## config.mk

```make
export PLATFORM = sky130hd
export DESIGN_NAME = scratchpad_bank_arbiter
export DESIGN_NICKNAME = d
export VERILOG_FILES = /design/src/rtl/scratchpad_bank_arbiter.sv
export SDC_FILE = /design/constraint.sdc
export NUM_CORES = 1
export LEC_CHECK = 0
export ABC_AREA = 1
export BUFFER_PORTS_ARGS = -buffer_cell sky130_fd_sc_hd__clkbuf_2
export CORE_ASPECT_RATIO = 0.7
export CORE_MARGIN = 4
export CORE_UTILIZATION = 26
export DETAILED_ROUTE_END_ITERATION = 7
export PLACE_DENSITY = 0.8
export REMOVE_ABC_BUFFERS = 1
export SLEW_MARGIN = 20
export SYNTH_ARGS = -nofsm -noshare
export SYNTH_HDL_FRONTEND = slang
export SYNTH_SLANG_ARGS = --single-unit
export TNS_END_PERCENT = 5
```

## constraint.sdc

```tcl
create_clock -name clk -period 1.7 [get_ports clk]
set_clock_uncertainty 0.2 [all_clocks]
set_input_delay 0.085 -clock clk [delete_from_list [all_inputs] [get_ports clk]]
set_output_delay 0.085 -clock clk [all_outputs]
set_load 0.01 [all_outputs]
```

## src/rtl/scratchpad_bank_arbiter.sv

```systemverilog
// Round-robin arbiter with atomic lock support that shares one scratchpad bank among NREQ requesters.
// Optional per-requester conflict counters are enabled by defining SCRATCHPAD_ARB_PERF_CNT_EN.
module scratchpad_bank_arbiter #(
    parameter int NREQ = 2
) (
    input  logic                  clk,
    input  logic                  rst,
    input  logic [NREQ-1:0]       req_valid,
    input  logic [NREQ-1:0]       req_we,
    input  logic [NREQ-1:0]       req_lock,
    input  logic [NREQ-1:0][7:0]  req_addr,
    input  logic [NREQ-1:0][31:0] req_wdata,
    output logic [NREQ-1:0]       req_ready,
    output logic [NREQ-1:0]       rsp_valid,
    output logic [31:0]           rsp_rdata,
    output logic                  bank_ren,
    output logic                  bank_wen,
    output logic [7:0]            bank_addr,
    output logic [31:0]           bank_wdata,
    input  logic [31:0]           bank_rdata,
    input  logic                  bank_rvalid
`ifdef SCRATCHPAD_ARB_PERF_CNT_EN
    ,
    output logic [NREQ-1:0][15:0] conflict_cnt
`endif
);

    localparam int DATA_W = 32;
    localparam int ADDR_W = 8;
    localparam int IDX_W  = (NREQ > 1) ? $clog2(NREQ) : 1;

    typedef enum logic {ARB, LOCKED} state_t;

    state_t             state;
    logic [IDX_W-1:0]   rr_ptr;
    logic [IDX_W-1:0]   lock_owner;
    logic [IDX_W-1:0]   gidx;
    logic [IDX_W-1:0]   cand;
    logic               xfer;
    logic               inflight_vld_p1;
    logic [IDX_W-1:0]   inflight_idx_p1;

    // Stage 0: grant selection. Reset masks every grant so no strobe leaks out while rst is high.
    always_comb begin
        req_ready = '0;
        gidx      = '0;
        cand      = '0;
        xfer      = 1'b0;
        if (!rst) begin
            if (state == LOCKED) begin
                if (req_valid[lock_owner]) begin
                    req_ready[lock_owner] = 1'b1;
                    gidx                  = lock_owner;
                    xfer                  = 1'b1;
                end
            end else begin
                for (int k = 1; k <= NREQ; k++) begin
                    cand = IDX_W'((int'(rr_ptr) + k) % NREQ);
                    if (!xfer && req_valid[cand]) begin
                        req_ready[cand] = 1'b1;
                        gidx            = cand;
                        xfer            = 1'b1;
                    end
                end
            end
        end
    end

    always_comb begin
        bank_ren   = 1'b0;
        bank_wen   = 1'b0;
        bank_addr  = '0;
        bank_wdata = '0;
        if (xfer) begin
            bank_ren   = ~req_we[gidx];
            bank_wen   = req_we[gidx];
            bank_addr  = req_addr[gidx][ADDR_W-1:0];
            bank_wdata = req_wdata[gidx][DATA_W-1:0];
        end
    end

    always_ff @(posedge clk) begin
        if (rst) begin
            state           <= ARB;
            rr_ptr          <= IDX_W'(NREQ - 1);
            lock_owner      <= '0;
            inflight_vld_p1 <= 1'b0;
        end else begin
            inflight_vld_p1 <= xfer;
            if (xfer) begin
                rr_ptr <= gidx;
                if (state == ARB && req_lock[gidx]) begin
                    state      <= LOCKED;
                    lock_owner <= gidx;
                end else if (state == LOCKED && !req_lock[gidx]) begin
                    state <= ARB;
                end
            end
        end
    end

    // Stage 1: in-flight requester index, qualified by inflight_vld_p1.
    always_ff @(posedge clk) begin
        if (xfer) begin
            inflight_idx_p1 <= gidx;
        end
    end

    // A stray bank_rvalid with nothing in flight, or one arriving during reset, is discarded.
    always_comb begin
        rsp_valid = '0;
        rsp_rdata = '0;
        if (!rst && inflight_vld_p1 && bank_rvalid) begin
            rsp_valid[inflight_idx_p1] = 1'b1;
            rsp_rdata                  = bank_rdata;
        end
    end

`ifdef SCRATCHPAD_ARB_PERF_CNT_EN
    function automatic logic [15:0] sat_inc16(input logic [15:0] v);
        return (v == 16'hFFFF) ? v : v + 16'd1;
    endfunction

    always_ff @(posedge clk) begin
        if (rst) begin
            conflict_cnt <= '0;
        end else begin
            for (int i = 0; i < NREQ; i++) begin
                if (req_valid[i] && !req_ready[i]) begin
                    conflict_cnt[i] <= sat_inc16(conflict_cnt[i]);
                end
            end
        end
    end
`endif

endmodule

```

==> results.txt <==
The tools report the netlist area before placement as 0.00126 sq mm. The startpoint-to-endpoint class of the critical path was reg -> out. In the layout the commonest cells are 158 x sky130_fd_sc_hd__clkbuf_2, 108 x sky130_fd_sc_hd__nor2_1, 40 x sky130_fd_sc_hd__buf_2. After detailed routing, the average wire length per cell comes to 12.8 um. The layout-stage area growth over the synthesis result came out at 113%. Sorting the synthesized cells by area gives the leading types as sky130_fd_sc_hd__nor2_1 33%, sky130_fd_sc_hd__inv_1 12%, sky130_fd_sc_hd__o21ai_0 10%.

The max capacitance violation total was 0; the DRC marker count from the first detailed-route iteration was 76. The final worst-path setup slack was -0.108 ns; the floorplan row count was 20. The internal power of the cells totals 0.000759 W.

The width of the die was 91.2 um. The normalized max-slew margin was 0.827. After floorplanning, the core was sized to cover 0.00450 sq mm.

The final core utilization was 0.595; the final setup violation count was 43. The sort of element at the start of the critical path is a register. The run gives 0.197 as the total track usage.

The worst ir drop on vdd was 0.227 mV; the register bit count reported by yosys was 5. The worst hold endpoint was state. STA puts the critical path data arrival time at 1.52 ns. The first global-routing pass estimated 9860 um of wire. The portion of the clock cycle consumed by the worst path in the final layout came out at 1.06. The combinational share of power was 0.718. Summing over every cut layer, the via total after detailed routing is 2,359.

At the end of the flow, the number of nets in the layout was 591. The tools report the Yosys warning count as 0. The switching share of power was 0.426.

The tools report the buffer cell driving the clock tree root as sky130_fd_sc_hd__clkbuf_8. For the maximum number of pins on one net before global-route repair, the log shows 30. The beginning of the worst register-to-register path is lock_owner.

The repair_antennas step left the layout with diodes totalling 0. The starting density of the core is 0.280, and the final weighted congestion in routability-driven placement is 0.911. The setup check on the worst reg-to-reg path leaves a slack of -0.10 ns. The worst hold path stage count works out to 4. Setup repair after global routing could not meet its margin everywhere.

For the total area of multi-input combinational cells, the log shows 943 sq um. The checks that failed: negative setup slack. The fraction of synthesized cell area taken by the top area cell type was 0.331. The library cell used most frequently in the layout, excluding fill and tap cells, is sky130_fd_sc_hd__clkbuf_2. The detail route stage leaves a number of antenna-violating nets equal to 0. The fraction of layout instances using a drive strength above 1 is 0.568. After detailed routing, the number of remaining DRC violations is 0.

The worst setup path is captured at an output port. Launch point of the critical path: lock_owner. In this run the count of I/O pins placed on the die edge is 199. The logs give 5 for the count of clock tree sinks and 0.117 for the sequential cell fraction of total power. Library cell occupying the most area in the post-synthesis netlist: sky130_fd_sc_hd__nor2_1. For the number of iterations in the first detailed-routing pass, the log shows 7. For this design the static power due to leakage is 1.74 nW.

Total net switching power: 0.000562 W. The beginning of the worst hold path was rst. Clock-pin slew was measured on the worst setup and hold paths at 0.04 ns. The routed wire length is 6720 um, and the detail-routed via count per cell is 4.51. The tools report the post-synthesis cell count as 255. Dividing total power by cell area gives a power density of 493 mW/mm^2. Summed over all layers, the global routing overflow is 0. The final critical-path required period works out to 1.81 ns. The count of filler cells inserted in the layout was 459; the clock share of power was 0.164. The worst hold path belongs to the class in -> reg.

Yosys mapped the design onto 23 distinct sky130hd cell types. For the pin with the worst max-slew slack, the measured transition is 0.260 ns. The endpoint identified for the worst register-to-register timing path is state. The number of antenna violations at the first check in global routing is 0.

The tools report the number of H-tree levels as 1. The max-slew violation total from the final report was 0. TritonCTS built the clock tree. Clock latency on the worst-skew pair, taken at its later pin, is 0.22 ns. The worst hold slack after final layout is 0.0869 ns, and the via count of the first global-routing pass is 2,225. At the worst endpoint, the required time is 1.41 ns. The run gives 116 sq um as the footprint of the flip-flops and latches.

Timing would allow up to 553 MHz. The flow ran to the end, but the final reports show violations. Count of input and output buffers: 198.

The die covers 0.00604 sq mm. Count of endpoints failing hold in the final timing report: 0. Detailed placement finished with a half-perimeter wire length of 5110 um.

The share of synthesized area occupied by flip-flops and latches is 0.0874, and the logic depth of the worst register-to-register path is 10. Of all nets on the critical path, the largest fanout is 6. The clock passes through at most 2 buffers. Each instance of the synthesized netlist takes up on average 4.94 sq um. TritonCTS created 3 clock buffers. The die is 66.2 um tall.
flip-flops by register name, indices dropped and copies added (netlist names):
register	count
inflight_vld_p1	1
rr_ptr	1
state	1
inflight_idx_p1	1
lock_owner	1
power groups by stage:
stage          Clock, W  Sequential, W  Combinational, W
6_report       0.000217       0.000155          0.000949
2_1_floorplan         0       0.000146          0.000375
5_1_grt        0.000235       0.000157           0.00104
4_1_cts        0.000220       0.000150          0.000866
3_3_place_gp          0       0.000147          0.000740
3_5_place_dp          0       0.000148          0.000753
how the worst max path moves through the flow:
stage | end | slack [ns] | depth (start not counted)
finish | bank_wdata[14] | -0.11 | 11
global route | bank_wdata[14] | -0.19 | 11
CTS | bank_wen | -0.08 | 8
detailed placement | state | -0.10 | 9
global placement | state | 0.004 | 9
floorplan | state | -0.38 | 10
worst max-delay path: stages, from the launching register on:
cell and delay, ns:
sky130_fd_sc_hd__dfxtp_2 0.33, sky130_fd_sc_hd__inv_2 0.07, sky130_fd_sc_hd__nand2_2 0.06, sky130_fd_sc_hd__nand2_2 0.06, sky130_fd_sc_hd__nand2_2 0.05, sky130_fd_sc_hd__nand2_2 0.09, sky130_fd_sc_hd__nand2_4 0.08, sky130_fd_sc_hd__inv_8 0.10
sky130_fd_sc_hd__buf_6 0.13, sky130_fd_sc_hd__o21ai_0 0.08, sky130_fd_sc_hd__nor2_1 0.11, sky130_fd_sc_hd__buf_2 0.14
routing by layer:
layer / track usage / share of wire / vias up
met5: 0 / 0 / -
met1: 0.206 / 0.37 / 1025
met2: 0.395 / 0.52 / 125
met3: 0.0466 / 0.087 / 12
li1: - / - / 1197
met4: 0.0508 / 0.018 / 0
per-stage QoR:
step / setup WS [ns] / instances / cell area [sq um] / total power, W / TNS, ns
floorplan: -0.383 / 240 / 1130 / 0.000521 / -0.667
global route: -0.186 / 523 / 2680 / 0.00143 / -6.32
global placement: 0.00389 / 503 / 2290 / 0.000887 / 0
finish: -0.108 / 523 / 2680 / 0.00132 / -2.69
CTS: -0.0849 / 516 / 2500 / 0.00124 / -2.21
detailed placement: -0.102 / 503 / 2290 / 0.000902 / -0.102
cell families (layout without fill, tap and decap cells):
| group | Yosys count | in the layout | share of synthesized area |
|---|---|---|---|
| AOI/OAI and AO/OA | 47 | 47 | 0.199 |
| adders and majority gates | 1 | 1 | 0.00993 |
| buffers and inverters | 59 | 272 | 0.237 |
| DFF | 5 | 5 | 0.0874 |
| and+or+nand+nor | 143 | 143 | 0.467 |
area by class of cell:
| class | instances | share of cell area |
|---|---|---|
| repair buffers | 224 | 0.491 |
| multi-input cells | 191 | 0.352 |
| inverters | 44 | 0.0710 |
| flip-flops and latches | 5 | 0.0434 |
| well taps | 55 | 0.0257 |
| clock buffers | 4 | 0.0168 |
repair_timing:
action                                  in CTS  in global routing
endpoints found under the hold margin        1                  0
pin swaps                                   16                 24
cloned                                       3                  2
endpoints found under the setup margin      43                 44
hold buffers                                 1                  0
gates resized for setup                     29                 68
buffers inserted                             5                  6
cell usage after synthesis:
master / instances
sky130_fd_sc_hd__a211oi_1: 2
sky130_fd_sc_hd__a21oi_1: 1
sky130_fd_sc_hd__a21oi_2: 1
sky130_fd_sc_hd__buf_2: 7
sky130_fd_sc_hd__buf_6: 7
sky130_fd_sc_hd__buf_8: 1
sky130_fd_sc_hd__dfxtp_1: 4
sky130_fd_sc_hd__edfxtp_1: 1
sky130_fd_sc_hd__ha_1: 1
sky130_fd_sc_hd__inv_1: 40
sky130_fd_sc_hd__inv_2: 2
sky130_fd_sc_hd__inv_4: 2
sky130_fd_sc_hd__nand2_1: 14
sky130_fd_sc_hd__nand2_2: 3
sky130_fd_sc_hd__nand2_4: 2
sky130_fd_sc_hd__nand3_1: 3
sky130_fd_sc_hd__nand4_1: 2
sky130_fd_sc_hd__nor2_1: 111
sky130_fd_sc_hd__nor2_2: 8
sky130_fd_sc_hd__o21ai_0: 26
sky130_fd_sc_hd__o21ai_1: 15
sky130_fd_sc_hd__o21ai_2: 1
sky130_fd_sc_hd__o31ai_1: 1
No activity file was read; power rests on OpenSTA's default activity.
